===== src/rtl/nibble_gen.sv =====
// ============================================================================
// Module   : nibble_gen
// Purpose  : Prescaled 4-bit nibble generator (up/down/load/LFSR) with an
//            IDLE/RUN/HOLD controller; all outputs registered.
// Options  : NIBBLE_GEN_LFSR_EN enables the LFSR rule for mode 2'b11.
// Revision : 1.0 - initial release
// ============================================================================
`default_nettype none

module nibble_gen #(
  parameter int unsigned DIV = 4
) (
  input  logic       clk,
  input  logic       sreset_n,
  input  logic       start,
  input  logic       stop,
  input  logic       pause,
  input  logic [1:0] mode,
  input  logic [3:0] load_val,
  output logic [3:0] Y,
  output logic       upd,
  output logic       wrap,
  output logic       busy
);

  localparam logic [1:0] ST_IDLE = 2'd0;
  localparam logic [1:0] ST_RUN  = 2'd1;
  localparam logic [1:0] ST_HOLD = 2'd2;

  localparam logic [1:0] MODE_UP   = 2'b00;
  localparam logic [1:0] MODE_DOWN = 2'b01;
  localparam logic [1:0] MODE_LOAD = 2'b10;
  localparam logic [1:0] MODE_LFSR = 2'b11;

  localparam logic [7:0] PCNT_LAST = 8'(DIV - 1);

  logic [1:0] state_q, state_d;
  logic [7:0] pcnt_q,  pcnt_d;
  logic [3:0] y_q,     y_d;
  logic       upd_q,   upd_d;
  logic       wrap_q,  wrap_d;
  logic       busy_q,  busy_d;
  logic       tick;

  // State and output registers
  always_ff @(posedge clk) begin
    if (!sreset_n) begin
      state_q <= ST_IDLE;
      pcnt_q  <= 8'd0;
      y_q     <= 4'd0;
      upd_q   <= 1'b0;
      wrap_q  <= 1'b0;
      busy_q  <= 1'b0;
    end else begin
      state_q <= state_d;
      pcnt_q  <= pcnt_d;
      y_q     <= y_d;
      upd_q   <= upd_d;
      wrap_q  <= wrap_d;
      busy_q  <= busy_d;
    end
  end

  // Next-state logic; stop dominates pause, which dominates start
  always_comb begin
    state_d = state_q;
    case (state_q)
      ST_IDLE: if (start && !stop) state_d = ST_RUN;
      ST_RUN: begin
        if (stop)       state_d = ST_IDLE;
        else if (pause) state_d = ST_HOLD;
      end
      ST_HOLD: begin
        if (stop)        state_d = ST_IDLE;
        else if (!pause) state_d = ST_RUN;
      end
      default: state_d = ST_IDLE;
    endcase
  end

  assign tick = (state_q == ST_RUN) && (pcnt_q == PCNT_LAST) && !stop && !pause;

  // Prescaler and nibble update; pcnt only advances on cycles that stay in RUN
  always_comb begin
    pcnt_d = pcnt_q;
    y_d    = y_q;
    wrap_d = 1'b0;
    upd_d  = tick;
    busy_d = (state_d != ST_IDLE);

    if ((state_q == ST_IDLE) && (state_d == ST_RUN)) begin
      pcnt_d = 8'd0;
    end else if ((state_q == ST_RUN) && !stop && !pause) begin
      pcnt_d = (pcnt_q == PCNT_LAST) ? 8'd0 : pcnt_q + 8'd1;
    end

    if (tick) begin
      case (mode)
        MODE_UP: begin
          y_d    = y_q + 4'd1;
          wrap_d = (y_q == 4'hF);
        end
        MODE_DOWN: begin
          y_d    = y_q - 4'd1;
          wrap_d = (y_q == 4'h0);
        end
        MODE_LOAD: y_d = load_val;
        MODE_LFSR: begin
`ifdef NIBBLE_GEN_LFSR_EN
          // All-zero is the LFSR lock-up state, so it is forced back into the sequence
          y_d = (y_q == 4'h0) ? 4'h1 : {y_q[2:0], y_q[3] ^ y_q[2]};
`else
          y_d = y_q;
`endif
        end
        default: y_d = y_q;
      endcase
    end
  end

  assign Y    = y_q;
  assign upd  = upd_q;
  assign wrap = wrap_q;
  assign busy = busy_q;

endmodule

`default_nettype wire


===== config.mk =====
export PLATFORM = sky130hd
export DESIGN_NAME = nibble_gen
export DESIGN_NICKNAME = d
export VERILOG_FILES = /design/src/rtl/nibble_gen.sv
export SDC_FILE = /design/constraint.sdc
export NUM_CORES = 1
export LEC_CHECK = 0
export CAP_MARGIN = 20
export CORE_MARGIN = 3
export CORE_UTILIZATION = 54
export DETAILED_ROUTE_END_ITERATION = 6
export GPL_TIMING_DRIVEN = 0
export PLACE_DENSITY = 0.85
export SYNTH_ARGS = -nofsm -noshare
export SYNTH_HDL_FRONTEND = slang
export SYNTH_SLANG_ARGS = --single-unit
export TNS_END_PERCENT = 20

===== constraint.sdc =====
create_clock -name clk -period 3.2 [get_ports clk]
set_input_delay 0.32 -clock clk [delete_from_list [all_inputs] [get_ports clk]]
set_output_delay 0.32 -clock clk [all_outputs]
set_load 0.01 [all_outputs]

==> metrics.md, run 1 <==
| Metric | Value |
|---|---|
| H-tree levels | 1 |
| Synth Instances | 99 |
| Post-Route WL | between 1500 and 2000 um |
| Worst hold-check path type | flip-flop to flip-flop |
| Hold_buf cts | 0 |
| Setup TNS after final layout | 0 ns |
| Final Max Slew Viols | 0 |
| Most frequent cell after synthesis | dfxtp_1 |
| # resized after CTS | 0 |
| Area growth, synth to finish | 23.1% |
| Mean Syn Cell Area | 9.50 um^2 |
| Final Hold Fails | 0 |
| Async set-reset flop share out of synthesis | 0 |
| Final period utilization | 0.563 |
| Fin nets | between 100 and 150 |
| Worst-margin pin slew | 0.606 ns |
| Vias after detailed routing | ~740 |
| Worst-Skew Late Latency | 0.28 ns |
| RSZ-0062 raised after global routing | false |
| Synth Cell Area | 941 um^2 |
| Power Dens Cells | roughly 320 mW/mm^2 |
| WP data required | 3.39 ns |
| Routability congestion estimate | 0.819 |
| Tmin final | 1.80 ns |
| Ant. Diodes | 0 |
| Synth unique cells | 35 |
| Setup violators final | 0 |
| Post-synth net total | 114 |
| EDFF count, synth | 0 |
| DRT iter0 DRCs | 27 |
| Clock Skews | 0.00755 ns |
| CTS tree | done |
| # port buffers | 17 |
| Routed WL per cell | 12.9 um |
| Largest net degree at the start of global routing | 11 |
| Core Box Area | 0.00158 mm^2 |
| Fin Hold WS | about 0.53 ns |
| Layout cell share with drive strength beyond 1 | 0.108 |
| CTS root buf | clkbuf_4 |
| CTS Buffer Depth | 2 |
| Top cells by area, synth | dfxtp_1 (36%), xor2_1 (6.5%), nor2_1 (5.6%) |
| First-pass DRT Iterations | 4 |
| Initial Util | 0.597 |
| Worst-path fanout max | 5 |
| Ys flop type | dfxtp_1 |
| Die Y | 47.7 um |
| Register area share after synthesis | 0.362 |
| Dpl cells | 132 |
| Post-detail-place hpwl | 1410 um |
| Post-synth top cells | dfxtp_1 (17), nor2_1 (14), inv_1 (7), xor2_1 (7), nand2b_1 (5) |
| #FFs+latches synth | 17 |
| CP Capture Type | flip-flop |
| Clock sinks | 17 |
| FP Rows | 14 |
| Max-capacitance violation count | 0 |
| Leakage | 0.461 nW |
| Total track usage | 0.174 |
| Setup CP Type | input port to flip-flop |
| Detail Route Antenna Nets | 0 |
| Yosys Warn Count | 0 |
| Reg2Reg Setup Slack | about 1.5 ns |
| Area fraction of the dominant cell type after synthesis | 0.362 |
| Peak supply drop | 0.000309 V |
| Drt drc | 0 |
| Vias in the first global route | 641 |
| Io pins | 18 |
| Relative slew margins | 0.595 |
| Avg Vias per Cell | 5.47 |
| Final core utilization | 0.735 |
| Final cell count without fillers | about 140 |
| First-pass GRT wire length | 2780 um |
| Die ar. | 0.00228 mm^2 |
| Worst EP arrival | between 1.5 and 2 ns |
| Initial antenna violation count | 0 |
| Nature of the critical path startpoint | input port |
| DIE WIDTH | 47.7 um |
| Clk slew on worst S/H paths | around 0.1 ns |
| Total CTS buffers | 3 |
| Status | completed |
| Postcts setup bufs | 0 |
| Gr ovfl total | 0 |
| Largest area contributor in the netlist | dfxtp_1 |
| F_max | around 0.55 GHz |
==> report_power, final <==
part	switching, mW	internal (mW)	total [mW]	leakage (nW)
clock	0.0668	0.0463	0.113	0.0177
combinational	0.0171	0.0213	0.0384	0.306
sequential	0.00163	0.213	0.215	0.137
total	0.0855	0.281	0.366	0.461
==> stage by stage <==
stage / setup WS (ns) / power, mW / cell area [um^2]
2_1_floorplan: 1.62 / 0.237 / 941
3_3_place_gp: 1.12 / 0.257 / 1130
3_5_place_dp: 1.10 / 0.258 / 1130
4_1_cts: 1.41 / 0.373 / 1160
5_1_grt: 1.33 / 0.387 / 1160
6_report: 1.40 / 0.366 / 1160
==> layout make-up <==
class                           count  area [um^2]
Fill cell                         117          418
Buffer                              1         11.3
Multi-Input combinational cell     74          563
Timing Repair Buffer               17          170
Tap cell                           16         20.0
Clock buffer                        3         22.5
Inverter                            7         26.3
Sequential cell                    17          340
Clock inverter                      1         5.00
==> registers in the layout, summed over array words and instances (netlist names) <==
register,flops
pcnt_q,8
Y,4
state_q,2
busy,1
upd,1
wrap,1
==> critical path: stages <==
cell and delay [ns]:
clkdlybuf4s50_1 0.55, nand2b_1 0.17, inv_1 0.07, ha_1 0.28, a21o_1 0.19, a21oi_1 0.19
xnor2_1 0.14, o21ai_1 0.08
==> worst paths after layout <==
kind	startpoint	end	cells past startpoint
max reg2reg	Y[0]	Y[2]	6
min	pcnt_q[1]	pcnt_q[1]	2
min reg2reg	pcnt_q[1]	pcnt_q[1]	2
max	mode[1]	Y[3]	8
==> layout by cell type (no fill, tap or decap), types with 4 or more instances in the layout <==
cell | synthesis | routed
nor2_1 | 14 | 14
xor2_1 | 7 | 7
inv_1 | 7 | 7
clkdlybuf4s50_1 | 0 | 17
o21ai_0 | 4 | 4
dfxtp_1 | 17 | 17
xnor2_1 | 4 | 4
nand2b_1 | 5 | 5
==> metal layers <==
metal | global-route usage | up-vias | wire length [um]
li1 | - | 388 | -
met1 | 0.234 | 340 | 828
met2 | 0.277 | 16 | 852
met3 | 0.0526 | 0 | 78
met4 | 0.0323 | 0 | 0
met5 | 0 | - | 0
==> cells by family after synthesis <==
family	share of synthesized area
simple gates	0.279
mux	0.0332
fa+ha+maj	0.0612
compound gates	0.122
xor+xnor	0.102
flops	0.362
buf+inv	0.0399
(Power assumes the default switching activity.)
==> run 2, diff against run 1 <==
Settings changed: CORE_UTILIZATION 54 to 50, PLACE_DENSITY 0.85 to 0.79.
Clock period 3.2 ns to 1.8 ns, I/O delays scaled along.
==> metrics.md, run 2 (synthesis results as in run 1) <==
| Metric | Value |
|---|---|
| Status | completed (unchanged) |
| Largest net degree at the start of global routing | 11 (unchanged) |
| Detail Route Antenna Nets | 0 (unchanged) |
| Commonest non-fill, non-tap cells in the layout | dfxtp_1 (17), clkdlybuf4s50_1 (17), nor2_1 (14), inv_1 (7), xor2_1 (7) (unchanged) |
| Drt drc | 0 (unchanged) |
| Total track usage | 0.173 (was 0.174) |
| Sequential Power Share | 0.587 (about the same) |
| Post-route cell area | 0.00117 mm^2 (was 0.00116 mm^2) |
| Worst EP arrival | 1.91 ns (was 1.99 ns) |
| Sw Ratio | 0.234 (was 0.233) |
| Routability congestion estimate | 0.735 (was 0.819) |
| # resized after CTS | 0 (unchanged) |
| Met2 usage | 0.299 (was 0.277) |
| Postcts setup bufs | 0 (unchanged) |
| First-pass GRT wire length | 3320 um (was 2780 um) |
| Avg Vias per Cell | 5.19 (was 5.47) |
| Vias in the first global route | 772 (was 641) |
| Setup CP Type | flip-flop to flip-flop (was input port to flip-flop) |
| Post-detail-place hpwl | 1470 um (was 1410 um) |
| Max-capacitance violation count | 0 (unchanged) |
| Leakage | 0.461 nW (unchanged) |
| Reg area | 340 um^2 (unchanged) |
| Fin nets | 136 (unchanged) |
| Combinational power share | 0.106 (was 0.105) |
| Final period utilization | 0.933 |
| Area after DPL | 0.00114 mm^2 (was 0.00113 mm^2) |
| Worst hold-check path type | flip-flop to flip-flop (unchanged) |
| Switching power | 0.152 mW (was 0.0855 mW) |
| Critical path's largest stage delay | 0.39 ns (was 0.55 ns) |
| CP Capture Type | flip-flop (unchanged) |
| Clock Skews | 0.00229 ns (was 0.00755 ns) |
| Hold_buf cts | 0 (unchanged) |
| Buf/Inv on CP | 0 (was 2) |
| Tmin final | 1.68 ns |
| Final setup margin | 0.120 ns (was 1.40 ns) |
| Fin Hold WS | 0.536 ns (was 0.533 ns) |
| P_int | 0.500 mW (was 0.281 mW) |
| Total CTS buffers | 3 (unchanged) |
| Fill cells | 149 (was 117) |
| Layout cell share with drive strength beyond 1 | 0.108 (unchanged) |
| Nature of the critical path startpoint | flip-flop (was input port) |
| Final Max Slew Viols | 0 (unchanged) |
| WP data required | 2.03 ns (was 3.39 ns) |
| CTS Buffer Depth | 2 (unchanged) |
| FP Rows | 15 (was 14) |
| DRT iter0 DRCs | 10 (was 27) |
| Initial antenna violation count | 0 (unchanged) |
| Area of the multi-input gates | 563 um^2 (unchanged) |
| # port buffers | 17 (unchanged) |
| F_max | about 0.60 GHz |
| Setup violators final | 0 (unchanged) |
| Worst-margin pin slew | 0.651 ns (was 0.606 ns) |
| Crit-path cells | ha_1 > a21boi_0 > nand4_4 > a211o_1 > a21oi_2 (was clkdlybuf4s50_1 > nand2b_1 > inv_1 > ha_1 > a21o_1 > a21oi_1 > xnor2_1 > o21ai_1) |
| Clk slew on worst S/H paths | 0.10 ns (about the same) |
| Clock power share | 0.308 (was 0.309) |
| RSZ-0062 raised after global routing | false (unchanged) |
| Worst-Skew Late Latency | 0.28 ns (about the same) |
| Die Y | 49.4 um (was 47.7 um) |
| Vias after detailed routing | 752 (was 744) |
| Post-Place Setup Slack | -0.171 ns (was 1.10 ns) |
| Core Box Area | 0.00175 mm^2 (was 0.00158 mm^2) |
| Gr ovfl total | 0 (unchanged) |
| Worst-path fanout max | 6 (was 5) |
| H-tree levels | 1 (unchanged) |
| Met3 GRT Util | 0.0306 (was 0.0526) |
| Area growth, synth to finish | 24.3% (was 23.1%) |
| Power Dens Cells | 557 mW/mm^2 (was 316 mW/mm^2) |
| Clock sinks | 17 (unchanged) |
| Die ar. | 0.00244 mm^2 (was 0.00228 mm^2) |
| Worst path slowest cell | dfxtp_1 (was clkdlybuf4s50_1) |
| Max FFs per register | 8 (unchanged) |
| Io pins | 18 (unchanged) |
| Crit-path leading delay family | compound AO/OA/AOI/OAI gates (was buffers and inverters) |
| Largest Register | pcnt_q (unchanged) |
| DIE WIDTH | 49.4 um (was 47.7 um) |
| Final Hold Fails | 0 (unchanged) |
| First-pass DRT Iterations | 4 (unchanged) |
| GR Util met1 | 0.207 (was 0.234) |
| Relative slew margins | 0.565 (was 0.595) |
| CTS root buf | clkbuf_4 (unchanged) |
| Ant. Diodes | 0 (unchanged) |
| GRT Max-Usage Layer | met2 (unchanged) |
| Routed WL per cell | 13.0 um (was 12.9 um) |
| Post-Route WL | 1880 um (was 1760 um) |
| CTS tree | done (unchanged) |
| Peak supply drop | 0.000554 V (was 0.000309 V) |
| Initial Util | 0.539 (was 0.597) |
-- run 2: worst min-delay path, stage by stage, from the launching register on --
cell	delay (ns)
dfxtp_1	0.36
nand2_1	0.09
a21oi_2	0.05
-- run 2: power by group through the flow --
| stage | combinational, mW | clock, mW | sequential [mW] |
|---|---|---|---|
| after floorplan | 0.0307 | 0 | 0.391 |
| after global placement | 0.0665 | 0 | 0.391 |
| after detailed placement | 0.0687 | 0 | 0.391 |
| after CTS | 0.0690 | 0.208 | 0.382 |
| after global routing | 0.0760 | 0.231 | 0.383 |
| final | 0.0688 | 0.201 | 0.382 |
-- run 2: final cells by class --
class,count,share of cell area
Multi-Input combinational cell,74,0.481
Sequential cell,17,0.291
Timing Repair Buffer,17,0.145
Tap cell,25,0.0267
Inverter,7,0.0225
Clock buffer,3,0.0193
Buffer,1,0.00963
Clock inverter,1,0.00428
-- run 2: stage by stage --
stage | setup TNS, ns | power (mW) | std cells | util
6_report | 0 | 0.652 | 145 | 0.670
2_1_floorplan | 0 | 0.422 | 99 | -
3_3_place_gp | -0.522 | 0.457 | 141 | 0.654
4_1_cts | 0 | 0.660 | 145 | 0.670
3_5_place_dp | -1.25 | 0.460 | 141 | 0.654
5_1_grt | 0 | 0.690 | 145 | 0.670
-- run 2: path summary, 6_finish.rpt --
kind | from | endpoint | slack (ns) | depth (start not counted)
worst max-delay path | pcnt_q[0] | Y[1] | 0.12 | 5
worst min-delay path | Y[1] | Y[1] | 0.54 | 2
worst max register to register | pcnt_q[0] | Y[1] | 0.12 | 5
worst min register to register | Y[1] | Y[1] | 0.54 | 2
-- run 2: routing by layer --
| metal | wire length (um) | part of all wire |
|---|---|---|
| met3 | 62 | 0.033 |
| met5 | 0 | 0 |
| met2 | 978 | 0.52 |
| met4 | 9 | 0.0048 |
| met1 | 831 | 0.44 |
==> run 3, diff against run 2 <==
Settings changed: CTS_CLUSTER_DIAMETER set to 120, PLACE_DENSITY 0.79 to 0.81.
==> metrics.md, run 3 (synthesis results as in run 1) <==
| Metric | Value |
|---|---|
| Largest net degree at the start of global routing | 11 (unchanged) |
| Worst-margin pin slew | 0.577 ns (was 0.651 ns) |
| Reg2Reg Setup Slack | 0.1 ns (was 0.12 ns) |
| DRT iter0 DRCs | 14 (was 10) |
| Drt drc | 0 (unchanged) |
| Power Dens Cells | 560 mW/mm^2 (was 557 mW/mm^2) |
| Combinational power share | 0.104 (was 0.106) |
| Area growth, synth to finish | 24.3% (unchanged) |
| # port buffers | 17 (unchanged) |
| Clock power share | 0.313 (was 0.308) |
| Worst hold-check path type | flip-flop to flip-flop (unchanged) |
| DIE WIDTH | 49.4 um (unchanged) |
| Setup violators final | 0 (unchanged) |
| Clock Skews | 0.00120 ns (was 0.00229 ns) |
| Clock sinks | 17 (unchanged) |
| Total CTS buffers | 3 (unchanged) |
| Area after DPL | 0.00114 mm^2 (unchanged) |
| Hold_buf cts | 0 (unchanged) |
| GR Util met1 | 0.186 (was 0.207) |
| Sw Ratio | 0.238 (was 0.234) |
| Initial Util | 0.539 (unchanged) |
| Met2 usage | 0.292 (was 0.299) |
| Tmin final | 1.70 ns (was 1.68 ns) |
| Layout cell share with drive strength beyond 1 | 0.108 (unchanged) |
| Worst-path fanout max | 6 (unchanged) |
| Final period utilization | 0.947 (was 0.933) |
| P_int | 0.500 mW (about the same) |
| Post-Route WL | 1860 um (was 1880 um) |
| CTS root buf | clkbuf_4 (unchanged) |
| Setup CP Type | flip-flop to flip-flop (unchanged) |
| FP Rows | 15 (unchanged) |
| Total track usage | 0.167 (was 0.173) |
| Status | completed (unchanged) |
| CTS tree | done (unchanged) |
| H-tree levels | 1 (unchanged) |
| CP Capture Type | flip-flop (unchanged) |
| Max FFs per register | 8 (unchanged) |
| Routability congestion estimate | 0.784 (was 0.735) |
| Io pins | 18 (unchanged) |
| Postcts setup bufs | 0 (unchanged) |
| Avg Vias per Cell | 5.21 (was 5.19) |
| Setup TNS after final layout | 0 ns (unchanged) |
| Min-Delay Startpoint | Y[1] (unchanged) |
| CTS Buffer Depth | 2 (unchanged) |
| Final Max Slew Viols | 0 (unchanged) |
| Met3 GRT Util | 0.0367 (was 0.0306) |
| First-pass GRT wire length | 3170 um (was 3320 um) |
| RSZ-0062 raised after global routing | false (unchanged) |
| Initial antenna violation count | 0 (unchanged) |
| Vias in the first global route | 770 (was 772) |
| Nature of the critical path startpoint | flip-flop (unchanged) |
| F_max | 0.587 GHz (was 0.595 GHz) |
| Reg2Reg Launch Point | pcnt_q[0] (unchanged) |
| Die ar. | 0.00244 mm^2 (unchanged) |
| Fin nets | 136 (unchanged) |
| Largest Register | pcnt_q (unchanged) |
| Peak supply drop | 0.000480 V (was 0.000554 V) |
| Post-detail-place hpwl | 1430 um (was 1470 um) |
| Worst-Skew Late Latency | 0.29 ns (was 0.28 ns) |
| Final Hold Fails | 0 (unchanged) |
| WP data required | 2.03 ns (about the same) |
| Vias after detailed routing | 756 (was 752) |
| Post-route cell area | 0.00117 mm^2 (unchanged) |
| Detail Route Antenna Nets | 0 (unchanged) |
| Routed WL per cell | 12.8 um (was 13.0 um) |
| Commonest non-fill, non-tap cells in the layout | dfxtp_1 (17), clkdlybuf4s50_1 (17), nor2_1 (14), inv_1 (7), xor2_1 (7) (unchanged) |
| # resized after CTS | 0 (unchanged) |
| First-pass DRT Iterations | 4 (unchanged) |
| GRT Max-Usage Layer | met2 (unchanged) |
| Clk slew on worst S/H paths | 0.10 ns (about the same) |
| Leakage | 0.461 nW (unchanged) |
| Worst EP arrival | 1.94 ns (was 1.91 ns) |
| Gr ovfl total | 0 (unchanged) |
| Die Y | 49.4 um (unchanged) |
| Max-capacitance violation count | 0 (unchanged) |
| Sequential Power Share | 0.583 (was 0.587) |
| Switching power | 0.156 mW (was 0.152 mW) |
| CP startpoint | pcnt_q[0] (unchanged) |
| Core Box Area | 0.00175 mm^2 (unchanged) |
| Ant. Diodes | 0 (unchanged) |
| Relative slew margins | 0.615 (was 0.565) |
## run 3: routing by layer
| metal | part of all wire | vias up |
|---|---|---|
| met5 | 0 | - |
| met4 | 0.011 | 0 |
| met2 | 0.46 | 19 |
| met1 | 0.46 | 348 |
| met3 | 0.065 | 2 |
| li1 | - | 387 |
## run 3: power by group through the flow
stage | combinational [mW] | sequential (mW) | clock [mW]
after global routing | 0.0747 | 0.383 | 0.228
after CTS | 0.0682 | 0.382 | 0.211
final | 0.0681 | 0.382 | 0.205
after global placement | 0.0668 | 0.391 | 0
after detailed placement | 0.0677 | 0.391 | 0
after floorplan | 0.0307 | 0.391 | 0
## run 3: through the flow
step | cells | hold slack (ns) | setup WS [ns] | util | total power [mW]
CTS | 145 | 0.533 | 0.108 | 0.670 | 0.661
global route | 145 | 0.575 | 0.000734 | 0.670 | 0.685
finish | 145 | 0.536 | 0.0954 | 0.670 | 0.655
detailed placement | 141 | 0.516 | -0.139 | 0.654 | 0.459
global placement | 141 | 0.504 | -0.146 | 0.654 | 0.458
floorplan | 99 | 0.259 | 0.219 | - | 0.422
## run 3: layout make-up
class                      instances  area (um^2)
buffer                             1         11.3
clock buffer                       3         22.5
clock inverter                     1         5.00
fill                             143          576
inverter                           7         26.3
multi-input combinational         74          563
sequential                        17          340
tap                               25         31.3
timing repair buffer              17          170
## run 3: path summary, 6_finish.rpt
path,end,cells after the start
min,Y[1],2
min reg2reg,Y[1],2
max reg2reg,Y[1],5
max,Y[1],5
## run 3: critical path, cell delays in order (launching register included)
cell and delay, ns:
dfxtp_1 0.40, ha_1 0.28, a21boi_0 0.36, nand4_4 0.19, a211o_1 0.29, a21oi_2 0.13
